===== src/rtl/ysyx_ifu_fetch.sv =====
// Instruction fetch stage: single-outstanding AR/R fetch, small instruction
// FIFO toward the IDU, and sequential-speculation check on PC redirects.
//
// state  | meaning
// IDLE   | no request on the bus; waiting for FIFO space, a redirect, or
//        | emitting a misaligned-PC fault entry
// REQ    | arvalid high, address held until arready
// WAIT   | request accepted, waiting for the response beat
module ysyx_ifu_fetch #(
  parameter int                DATA_W  = 32,
  parameter logic [DATA_W-1:0] PC_INIT = 32'h8000_0000,
  parameter int                DEPTH   = 2
) (
  input  logic              clk,
  input  logic              rst,
  input  logic [DATA_W-1:0] pc_i,
  input  logic              change_i,
  output logic              arvalid_o,
  output logic [DATA_W-1:0] araddr_o,
  input  logic              arready_i,
  input  logic              rvalid_i,
  input  logic [31:0]       rdata_i,
  input  logic [1:0]        rresp_i,
  output logic              rready_o,
  output logic              valid_o,
  input  logic              ready_i,
  output logic [31:0]       inst_o,
  output logic [DATA_W-1:0] pc_o,
  output logic              fault_o,
  output logic              good_speculation_o,
  output logic              bad_speculation_o,
  output logic [DATA_W-1:0] pc_ifu_o
);

  localparam int                PW         = $clog2(DEPTH);
  localparam logic [PW:0]       DEPTH_C    = DEPTH[PW:0];
  localparam logic [DATA_W-1:0] FETCH_STEP = DATA_W'(4);

  typedef enum logic [1:0] {S_IDLE, S_REQ, S_WAIT} state_t;

  state_t            state_q, state_d;
  logic [DATA_W-1:0] fpc_q, fpc_d;
  logic [DATA_W-1:0] ar_addr_q, ar_addr_d;
  logic [DATA_W-1:0] pc_ifu_q;
  logic              stale_q, stale_d;
  logic              halt_q, halt_d;
  logic              good_q, bad_q;

  logic [DATA_W-1:0] fifo_pc   [DEPTH];
  logic [31:0]       fifo_inst [DEPTH];
  logic              fifo_flt  [DEPTH];
  logic [PW-1:0]     rd_ptr, wr_ptr;
  logic [PW:0]       count_q, count_d, cnt_after_pop;

  logic              empty, pop, push, clear, resp_done;
  logic [DATA_W-1:0] push_pc;
  logic [31:0]       push_inst;
  logic              push_flt;
  logic [DATA_W-1:0] expect_pc;
  logic              redir_good, redir_bad, misaligned;

  assign empty         = (count_q == '0);
  assign valid_o       = !empty && !change_i;
  assign pop           = valid_o && ready_i;
  assign cnt_after_pop = count_q - {{PW{1'b0}}, pop};
  // The sequential guess is whatever would be delivered next.
  assign expect_pc     = empty ? fpc_q : fifo_pc[rd_ptr];
  assign redir_good    = change_i && (pc_i == expect_pc);
  assign redir_bad     = change_i && (pc_i != expect_pc);
  assign misaligned    = (fpc_q[1:0] != 2'b00);

  assign arvalid_o          = (state_q == S_REQ);
  assign araddr_o           = ar_addr_q;
  assign rready_o           = (state_q == S_WAIT);
  assign inst_o             = fifo_inst[rd_ptr];
  assign pc_o               = fifo_pc[rd_ptr];
  assign fault_o            = fifo_flt[rd_ptr];
  assign good_speculation_o = good_q;
  assign bad_speculation_o  = bad_q;
  assign pc_ifu_o           = pc_ifu_q;

  // Next-state, fetch PC, stale tracking and FIFO push selection.
  always_comb begin
    state_d   = state_q;
    fpc_d     = fpc_q;
    ar_addr_d = ar_addr_q;
    stale_d   = stale_q;
    halt_d    = halt_q;
    push      = 1'b0;
    push_pc   = fpc_q;
    push_inst = '0;
    push_flt  = 1'b0;
    clear     = redir_bad;
    resp_done = 1'b0;

    unique case (state_q)
      S_IDLE: begin
        if (redir_bad) begin
          fpc_d  = pc_i;
          halt_d = 1'b0;
          if (pc_i[1:0] == 2'b00) begin
            state_d   = S_REQ;
            ar_addr_d = pc_i;
          end
        end else if (!halt_q && (cnt_after_pop < DEPTH_C)) begin
          if (misaligned) begin
            // Fault entry without touching the bus; park until redirected.
            push     = 1'b1;
            push_flt = 1'b1;
            halt_d   = 1'b1;
          end else begin
            state_d   = S_REQ;
            ar_addr_d = fpc_q;
          end
        end
      end
      S_REQ: begin
        // A redirect cannot retract the request; its response gets dropped.
        if (redir_bad) begin
          fpc_d   = pc_i;
          stale_d = 1'b1;
        end
        if (arready_i) state_d = S_WAIT;
      end
      S_WAIT: begin
        if (rvalid_i) begin
          resp_done = 1'b1;
          stale_d   = 1'b0;
          if (redir_bad) begin
            fpc_d = pc_i;
          end else if (!stale_q) begin
            push      = 1'b1;
            push_inst = rdata_i;
            push_flt  = (rresp_i != 2'b00);
            fpc_d     = fpc_q + FETCH_STEP;
          end
        end else if (redir_bad) begin
          fpc_d   = pc_i;
          stale_d = 1'b1;
        end
      end
      default: state_d = S_IDLE;
    endcase

    count_d = clear ? '0 : (cnt_after_pop + {{PW{1'b0}}, push});

    if (resp_done) begin
      if ((fpc_d[1:0] == 2'b00) && (count_d < DEPTH_C)) begin
        state_d   = S_REQ;
        ar_addr_d = fpc_d;
      end else begin
        state_d = S_IDLE;
      end
    end
  end

  // Control registers and speculation report pulses.
  always_ff @(posedge clk or negedge rst) begin
    if (!rst) begin
      state_q   <= S_IDLE;
      fpc_q     <= PC_INIT;
      ar_addr_q <= PC_INIT;
      stale_q   <= 1'b0;
      halt_q    <= 1'b0;
      good_q    <= 1'b0;
      bad_q     <= 1'b0;
      pc_ifu_q  <= PC_INIT;
    end else begin
      state_q   <= state_d;
      fpc_q     <= fpc_d;
      ar_addr_q <= ar_addr_d;
      stale_q   <= stale_d;
      halt_q    <= halt_d;
      good_q    <= redir_good;
      bad_q     <= redir_bad;
      if (redir_good) pc_ifu_q <= pc_i;
    end
  end

  // Instruction FIFO storage and pointers; a bad redirect empties it.
  always_ff @(posedge clk or negedge rst) begin
    if (!rst) begin
      rd_ptr  <= '0;
      wr_ptr  <= '0;
      count_q <= '0;
      for (int i = 0; i < DEPTH; i++) begin
        fifo_pc[i]   <= '0;
        fifo_inst[i] <= '0;
        fifo_flt[i]  <= 1'b0;
      end
    end else if (clear) begin
      rd_ptr  <= '0;
      wr_ptr  <= '0;
      count_q <= '0;
    end else begin
      if (pop) rd_ptr <= rd_ptr + PW'(1);
      if (push) begin
        fifo_pc[wr_ptr]   <= push_pc;
        fifo_inst[wr_ptr] <= push_inst;
        fifo_flt[wr_ptr]  <= push_flt;
        wr_ptr            <= wr_ptr + PW'(1);
      end
      count_q <= count_d;
    end
  end

endmodule


===== config.mk =====
export PLATFORM = sky130hd
export DESIGN_NAME = ysyx_ifu_fetch
export DESIGN_NICKNAME = d
export VERILOG_FILES = /design/src/rtl/ysyx_ifu_fetch.sv
export SDC_FILE = /design/constraint.sdc
export NUM_CORES = 1
export LEC_CHECK = 0
export CAP_MARGIN = 20
export CORE_MARGIN = 2
export CORE_UTILIZATION = 45
export DETAILED_ROUTE_END_ITERATION = 8
export GPL_TIMING_DRIVEN = 0
export HOLD_SLACK_MARGIN = 0.03
export PLACE_DENSITY_LB_ADDON = 0.12
export SLEW_MARGIN = 15
export SYNTH_ARGS = -nofsm -noshare
export SYNTH_HDL_FRONTEND = slang
export SYNTH_SLANG_ARGS = --single-unit

===== constraint.sdc =====
create_clock -name clk -period 4.5 [get_ports clk]
set_input_delay 1.35 -clock clk [delete_from_list [all_inputs] [get_ports clk]]
set_output_delay 1.35 -clock clk [all_outputs]
set_load 0.02 [all_outputs]

==> flow_summary.rst, run 1 <==
.. list-table::
   :header-rows: 1

   * - Metric
     - Value
   * - Synthesized netlist cell count
     - 1,290
   * - Area fraction of the dominant cell type after synthesis
     - 0.4548
   * - DRC errors left
     - 0
   * - Top library cells by usage in the layout, fill and taps aside
     - dfrtp_1 (233), clkdlybuf4s50_1 (189), nand2_1 (169)
   * - Clock sink count
     - 236
   * - Crit path buf inv count
     - 3
   * - Insertion delay of the later-clocked pin in the worst-skew pair
     - 0.54 ns
   * - Setup Viol. Count Final
     - 0
   * - First-pass GRT wire length
     - 64,770 um
   * - Count of max-cap constraint violations
     - 0
   * - Worst clock skew
     - 0.01480 ns
   * - First-pass iteration count of the detailed router
     - 5
   * - Top Family by Delay on Critical Path
     - simple AND/OR/NAND/NOR gates
   * - Count of pins on the block boundary
     - 206
   * - Root buffer cell
     - clkbuf_16
   * - Worst reg2reg startpoint
     - count_q[0]
   * - Number of cell rows
     - 61
   * - Syn Nets
     - 1,369
   * - Share of synthesized area occupied by flip-flops and latches
     - 0.4609
   * - Overall Global Routing Usage
     - 0.2771
   * - Final estimated routing congestion in global placement
     - 0.9475
   * - Actual transition at the worst max-transition pin
     - 1.032 ns
   * - Number of levels the H-tree was split into
     - 1
   * - HPWL Detailed
     - 31,280 um
   * - Number of library cell types mapped by synthesis
     - 60
   * - Total leakage power
     - 0.007380 uW
   * - Critical Path Max Stage Delay
     - 0.63 ns
   * - # port buffers
     - 203
   * - Register-to-Register Setup Slack
     - 0.37 ns
   * - Initial antenna violation count
     - 0
   * - Post-route standard cell area excluding fillers
     - 16,410 um^2
   * - Worst reg2reg path depth
     - 15
   * - End of the worst register-to-register path
     - araddr_o[19]
   * - Standard cell with the maximum stage delay on the critical path
     - clkdlybuf4s50_1
   * - Critical-path cell list
     - clkdlybuf4s50_1 -> or2_2 -> a21oi_1 -> o22ai_1 -> nor4_2 -> buf_4 -> a41oi_2 -> nor2_1 -> ha_1 -> xnor2_1 -> nor2_1 -> nor3_1 -> nand3_2 -> buf_6 -> mux2_1
   * - Final Net Count
     - 1,606
   * - Arr. time, crit path
     - 4.86 ns
   * - Detail-routed via count per cell
     - 5.647
   * - Min Clock Period, post-route
     - 4.443 ns
   * - Count of flip-flops with a built-in enable after synthesis
     - 0
   * - WL final
     - 42,360 um
   * - End point of the most critical hold path
     - fifo_inst[23]
   * - Max Root-Sink Buffers
     - 3
   * - Cell repeated most along the worst path
     - nor2_1
   * - Leading cell types by total area after synthesis
     - dfrtp_1 (45%), mux2_2 (9.3%), mux2_1 (6.9%)
   * - Worst hold slack across all endpoints
     - 0.4790 ns
   * - Share of the clock period used by the worst path after layout
     - 0.9872
   * - Cts bufs inserted
     - 26
   * - Count of final max-slew check failures
     - 0
   * - Effective utilization at floorplan
     - 0.4590
   * - Most common cell after layout, fill and taps aside
     - dfrtp_1
   * - Area grow syn2layout
     - 27.97%
   * - Chip Width
     - 172.8 um
   * - Worst ir drop on vdd
     - 0.0003683 V
   * - Critical Path End Type
     - flip-flop
   * - DR iter-0 viols
     - 847
   * - Leading area contributor after synthesis
     - dfrtp_1
   * - Number of failing hold endpoints at the final stage
     - 0
   * - Critical path required time
     - 4.91 ns
   * - Overall die area
     - 29,860 um^2
   * - Layout cell share with drive strength beyond 1
     - 0.1474
   * - Startpoint of the lowest-slack hold path
     - fifo_inst[23]
   * - Post-detailed-placement cell area
     - 15,390 um^2
   * - Post-Synthesis Mean Instance Area
     - 9.939 um^2
   * - Fill cell total of the finished layout
     - 2,468
   * - Dominant register cell in the synthesized netlist
     - dfrtp_1
   * - Worst Hold Depth
     - 2
   * - Share of async-settable or async-resettable flops after synthesis
     - 1.000
   * - Via total after detailed routing
     - 10,870
   * - Total core area
     - 27,930 um^2
   * - Hold/Removal Path Class
     - flip-flop to flip-flop
   * - Worst setup path class
     - input pin to flip-flop
   * - Antenna Cells
     - 0
   * - Critical path fanouts, max
     - 10
   * - Clock-pin slew reported for the worst setup and hold paths after clock tree synthesis
     - 0.06 ns
   * - Vias in the first global route
     - 10,890
   * - Largest net degree at the start of global routing
     - 101
   * - Outcome
     - complete, no violations
   * - Clock tree from TritonCTS
     - done
   * - Remaining max-slew budget at the tightest pin
     - 0.3056
   * - Critical path launch point type
     - input pin
   * - Total of flip-flops plus latches after synthesis
     - 236
   * - Synth Warn #
     - 0
   * - Antenna viol nets, final
     - 0
   * - Routed wirelength normalized by instance count
     - 22.01 um
   * - Highest attainable clock frequency
     - 225.1 MHz
   * - Residual overflow from global routing
     - 0
   * - Netlist Area Pre-Place
     - 12,820 um^2
   * - Power density relative to cell area
     - 596.9 nW/um^2
   * - Die boundary height
     - 172.8 um
   * - Unrepaired setup endpoints after global routing
     - false
   * - Post-CTS Hold Fix Bufs
     - 0
worst reg2reg max path, cell delays in order, from the launching register on:
cell	delay, ns
dfrtp_1	0.37
or2_1	0.11
clkbuf_1	0.26
clkbuf_1	0.54
nor2_1	0.13
o22ai_1	0.48
nor4_4	0.13
a41oi_2	0.30
nor2_1	0.11
ha_1	0.20
xnor2_1	0.15
nor2_1	0.10
nor3_1	0.24
nand3_2	0.30
buf_6	0.27
mux2_1	0.32
where the power goes:
part	internal, uW	total, uW	leakage (uW)	switching (uW)
Clock	1370	2260	0.000450	890
Sequential	2660	3010	0.00314	345
Combinational	1810	4530	0.00379	2720
logic make-up after synthesis:
group           count (synthesis)  synth area share
compound gates                332            0.1526
xor+xnor                       19           0.01298
fa+ha+maj                       7          0.006831
buf+inv                       143           0.04675
flops                         236            0.4609
mux                           242            0.2088
simple gates                  311            0.1111
registers in the layout (all words and copies together) (netlist names):
signal,cells
rd_ptr,1
bad_speculation_o,1
state_q,2
good_speculation_o,1
araddr_o,32
fifo_flt,2
wr_ptr,1
fifo_pc,64
pc_ifu_o,32
stale_q,1
count_q,2
fifo_inst,64
halt_q,1
fpc_q,32
per-stage QoR:
stage | util | setup TNS (ns) | cells | total power (uW) | setup slack [ns]
2_1_floorplan | - | 0 | 1290 | 5688 | 0.4505
3_3_place_gp | 0.5486 | -2025.59 | 1871 | 7406 | -8.141
3_5_place_dp | 0.5511 | -116.32 | 1874 | 7475 | -1.095
6_report | 0.5873 | 0 | 1925 | 9793 | 0.05749
4_1_cts | 0.5856 | -0.006417 | 1926 | 9773 | -0.002850
5_1_grt | 0.5873 | 0 | 1925 | 10300 | 0.01562
cell usage after synthesis (33+ instances only):
cell type	instances
o21ai_0	55
mux2i_1	53
mux2_1	78
nand2_1	169
mux2_2	106
inv_1	39
nor2_1	56
a21oi_1	72
o21ai_1	85
clkbuf_1	70
dfrtp_1	233
o22ai_1	33
worst max-delay path by stage:
stage                    to     start  cells past startpoint  slack, ns
2_1_floorplan  araddr_o[11]   pc_i[1]                     14       0.45
3_5_place_dp   araddr_o[19]  pc_i[25]                     14      -1.10
3_3_place_gp    araddr_o[1]       rst                      1      -8.14
5_1_grt        araddr_o[17]  pc_i[30]                     14       0.02
6_report       araddr_o[19]   pc_i[3]                     15       0.06
4_1_cts        araddr_o[17]  pc_i[27]                     15     -0.003
per-layer routing:
layer	GRT usage	wire length (um)	vias up
li1	-	-	5020
met1	0.3763	18610	5370
met2	0.4623	19940	407
met3	0.04244	2688	73
met4	0.07874	1122	0
met5	0	0	-
final cells by class:
type	instances	area [um^2]	area share
Timing Repair Buffer	210	2147	0.1309
Clock inverter	12	147.6	0.008999
Inverter	39	146.4	0.008922
Clock buffer	36	769.5	0.04690
Buffer	103	470.5	0.02867
Tap cell	378	473.0	0.02883
Sequential cell	236	5909	0.3602
Multi-Input combinational cell	911	6344	0.3866
what timing repair did:
item	4_1_cts	5_1_grt
setup buffers	4	0
pin swaps	2	0
endpoints found under the setup margin	122	24
resized for setup	8	21
No activity file was read; power rests on OpenSTA's default activity.
==> inputs of run 2 (changes only) <==
--- a/config.mk
+++ b/config.mk
@@ -9,10 +9,10 @@
 export CORE_MARGIN = 2
 export CORE_UTILIZATION = 45
 export DETAILED_ROUTE_END_ITERATION = 8
-export GPL_TIMING_DRIVEN = 0
 export HOLD_SLACK_MARGIN = 0.03
 export PLACE_DENSITY_LB_ADDON = 0.12
 export SLEW_MARGIN = 15
 export SYNTH_ARGS = -nofsm -noshare
 export SYNTH_HDL_FRONTEND = slang
 export SYNTH_SLANG_ARGS = --single-unit
+export TNS_END_PERCENT = 1
==> run 2 against run 1 <==
  * Setup slack improved by 0.30 ns
  * Combinational power is 7.3% lower
  * Sequential cell count unchanged
  * Routed wire length decreased by 11%
  * Cell area rose by 2.0%
  * Utilization up 1.2 points
  * Global-route usage fell by 2.5 points
  * Power is 0.67% lower
  * Non-clock buffer count down 11
  * Count of clock-buffer cells in the layout grew 3
  * Worst hold slack lost 0.0036 ns
  * Register-to-register slack better by 0.21 ns
==> flow_summary.rst, run 2 (synthesis gave the netlist of run 1 again) <==
.. list-table::
   :header-rows: 1

   * - Metric
     - Value
   * - Outcome
     - complete, no violations
   * - Total core area
     - 27,930 um^2
   * - # port buffers
     - 205
   * - Post-CTS Hold Fix Bufs
     - 0
   * - Final estimated routing congestion in global placement
     - 0.8906
   * - Critical path launch point type
     - input pin
   * - Via total after detailed routing
     - 10,680
   * - Antenna Cells
     - 0
   * - Post-Place Cells
     - 1,866
   * - Residual overflow from global routing
     - 0
   * - Part of the power in the clock network
     - 0.235
   * - Critical path fanouts, max
     - 16
   * - Setup Viol. Count Final
     - 0
   * - Switching share of power
     - 0.3893
   * - Psw
     - 3787 uW
   * - Largest net degree at the start of global routing
     - 98
   * - Count of max-cap constraint violations
     - 0
   * - Effective utilization at floorplan
     - 0.4590
   * - Fraction of power consumed by sequential logic
     - 0.334
   * - Clock tree from TritonCTS
     - done
   * - Count of final max-slew check failures
     - 0
   * - Antenna viol nets, final
     - 0
   * - HPWL Detailed
     - 27,090 um
   * - Cts bufs inserted
     - 27
   * - Routed wirelength normalized by instance count
     - 19.65 um
   * - Area grow syn2layout
     - 30.58%
   * - DR iter-0 viols
     - 729
   * - Number of levels the H-tree was split into
     - 1
   * - Actual transition at the worst max-transition pin
     - 0.8888 ns
   * - DRC errors left
     - 0
   * - Cell-internal power
     - 5941 uW
   * - First-pass GRT wire length
     - 60,550 um
   * - Cell repeated most along the worst path
     - nor2_1
   * - Min Clock Period, post-route
     - 4.144 ns
   * - Post CTS Setup Buffer Count
     - 0
   * - WL final
     - 37,630 um
   * - Register-to-Register Setup Slack
     - 0.58 ns
   * - Final Net Count
     - 1,596
   * - Critical-path cell list
     - clkdlybuf4s50_1 -> or2_2 -> a21oi_1 -> o22ai_1 -> nor4_2 -> a41oi_4 -> nor2_1 -> ha_1 -> xnor2_1 -> nor2_1 -> nor3_1 -> nand3_1 -> buf_12 -> mux2_1
   * - Chip Width
     - 172.8 um
   * - First-pass iteration count of the detailed router
     - 5
   * - Critical path required time
     - 4.93 ns
   * - Top Family by Delay on Critical Path
     - simple AND/OR/NAND/NOR gates
   * - Fill cell total of the finished layout
     - 2,436
   * - Standard cell with the maximum stage delay on the critical path
     - clkdlybuf4s50_1
   * - Top library cells by usage in the layout, fill and taps aside
     - dfrtp_1 (232), clkdlybuf4s50_1 (204), nand2_1 (168)
   * - Layout cell share with drive strength beyond 1
     - 0.1867
   * - Critical Path Max Stage Delay
     - 0.54 ns
   * - Number of failing hold endpoints at the final stage
     - 0
   * - Worst clock skew
     - 0.01572 ns
   * - Hold/Removal Path Class
     - flip-flop to flip-flop
   * - Largest registers ranked by flip-flop count
     - fifo_inst x64, fifo_pc x64
   * - Worst hold slack across all endpoints
     - 0.4754 ns
   * - Max Root-Sink Buffers
     - 3
   * - Crit path buf inv count
     - 2
   * - Critical Path End Type
     - flip-flop
   * - Number of gates resized after CTS
     - 0
   * - Worst setup path class
     - input pin to flip-flop
   * - Total leakage power
     - 0.007584 uW
   * - Count of pins on the block boundary
     - 206
   * - Vias in the first global route
     - 10,640
   * - Clock sink count
     - 236
   * - Final Util
     - 0.5993
   * - Remaining max-slew budget at the tightest pin
     - 0.4020
   * - Root buffer cell
     - clkbuf_16
   * - Highest attainable clock frequency
     - 241.3 MHz
   * - Number of standard cells in the final layout excluding fillers
     - 1,915
   * - Unrepaired setup endpoints after global routing
     - false
   * - Most common cell after layout, fill and taps aside
     - dfrtp_1
   * - Arr. time, crit path
     - 4.57 ns
   * - Overall die area
     - 29,860 um^2
   * - Insertion delay of the later-clocked pin in the worst-skew pair
     - 0.55 ns
   * - Total Neg Setup Slack
     - 0 ns
   * - Initial antenna violation count
     - 0
   * - Power density relative to cell area
     - 581.0 nW/um^2
   * - Detail-routed via count per cell
     - 5.574
   * - Share of the clock period used by the worst path after layout
     - 0.9208
   * - Overall Global Routing Usage
     - 0.2518
   * - Number of cell rows
     - 61
   * - Worst ir drop on vdd
     - 0.0003379 V
   * - Die boundary height
     - 172.8 um
   * - Share of power burned in combinational logic
     - 0.431
   * - Clock-pin slew reported for the worst setup and hold paths after clock tree synthesis
     - 0.06 ns
run 2: cell count changes in the layout (fill, tap and decap cells not counted), moves of 9 or more:
cell             before  now
buf_4                 7   86
dlymetal6s2s_1        9    0
buf_2                21    0
clkbuf_1             71    5
buf_12                0   11
clkdlybuf4s50_1     189  204
run 2: final timing paths:
path                        startpoint            end  cells after the start
max                            pc_i[1]    araddr_o[4]                     14
min                        fifo_pc[24]    fifo_pc[24]                      2
max reg2reg                     rd_ptr    araddr_o[4]                     15
min reg2reg                fifo_pc[24]    fifo_pc[24]                      2
max in group asynchronous          rst      fpc_q[31]                      2
min in group asynchronous          rst  fifo_inst[35]                      1
run 2: worst reg2reg max path: cells and delay by family, from the launching register on:
kind	cells	cell delay [ns]
DFF	1	0.35
xor gates and xnor gates	1	0.12
buffers and inverters	3	0.87
AOI/OAI and AO/OA	2	0.30
muxes	3	1.13
adders and majority gates	1	0.19
and+or+nand+nor	5	0.85
run 2: per-layer routing:
| layer | global-route usage | up-vias | share of wire |
|---|---|---|---|
| met5 | 0 | - | 0 |
| met4 | 0.06497 | 0 | 0.024 |
| met3 | 0.03210 | 56 | 0.056 |
| met2 | 0.3912 | 349 | 0.45 |
| met1 | 0.3731 | 5254 | 0.47 |
| li1 | - | 5016 | - |
run 2: cell type report:
cell class              count  area [um^2]  share of cell area
clock buffers              39        790.8             0.04723
flip-flops and latches    236         5911              0.3531
multi-input cells         911         6354              0.3795
well taps                 378        473.0             0.02825
inverters                  39        146.4            0.008744
repair buffers            302         2923              0.1746
clock inverters            10        143.9            0.008595
run 2: power by group through the flow:
| stage | Sequential [uW] | Clock, uW | Combinational (uW) |
|---|---|---|---|
| floorplan | 3080 | 0 | 2610 |
| global placement | 3240 | 0 | 4130 |
| detailed placement | 3270 | 0 | 4180 |
| CTS | 3230 | 2330 | 4210 |
| global route | 3320 | 2410 | 4550 |
| finish | 3250 | 2280 | 4200 |
run 2: through the flow:
stage	instance area [um^2]	power, uW	setup WS (ns)
after floorplan	12820	5688	0.4505
after global placement	15810	7370	-0.2001
after detailed placement	15810	7450	-0.1910
after CTS	16740	9770	0.3671
final	16740	9727	0.3563
after global routing	16740	10290	0.07426
==> inputs of run 3 (changes only) <==
--- a/config.mk
+++ b/config.mk
@@ -11,7 +11,7 @@
 export DETAILED_ROUTE_END_ITERATION = 8
 export HOLD_SLACK_MARGIN = 0.03
 export PLACE_DENSITY_LB_ADDON = 0.12
-export SLEW_MARGIN = 15
+export SLEW_MARGIN = 30
 export SYNTH_ARGS = -nofsm -noshare
 export SYNTH_HDL_FRONTEND = slang
 export SYNTH_SLANG_ARGS = --single-unit
==> results of run 3 <==
The final DEF is identical to that of run 2; final timing and power are the same.
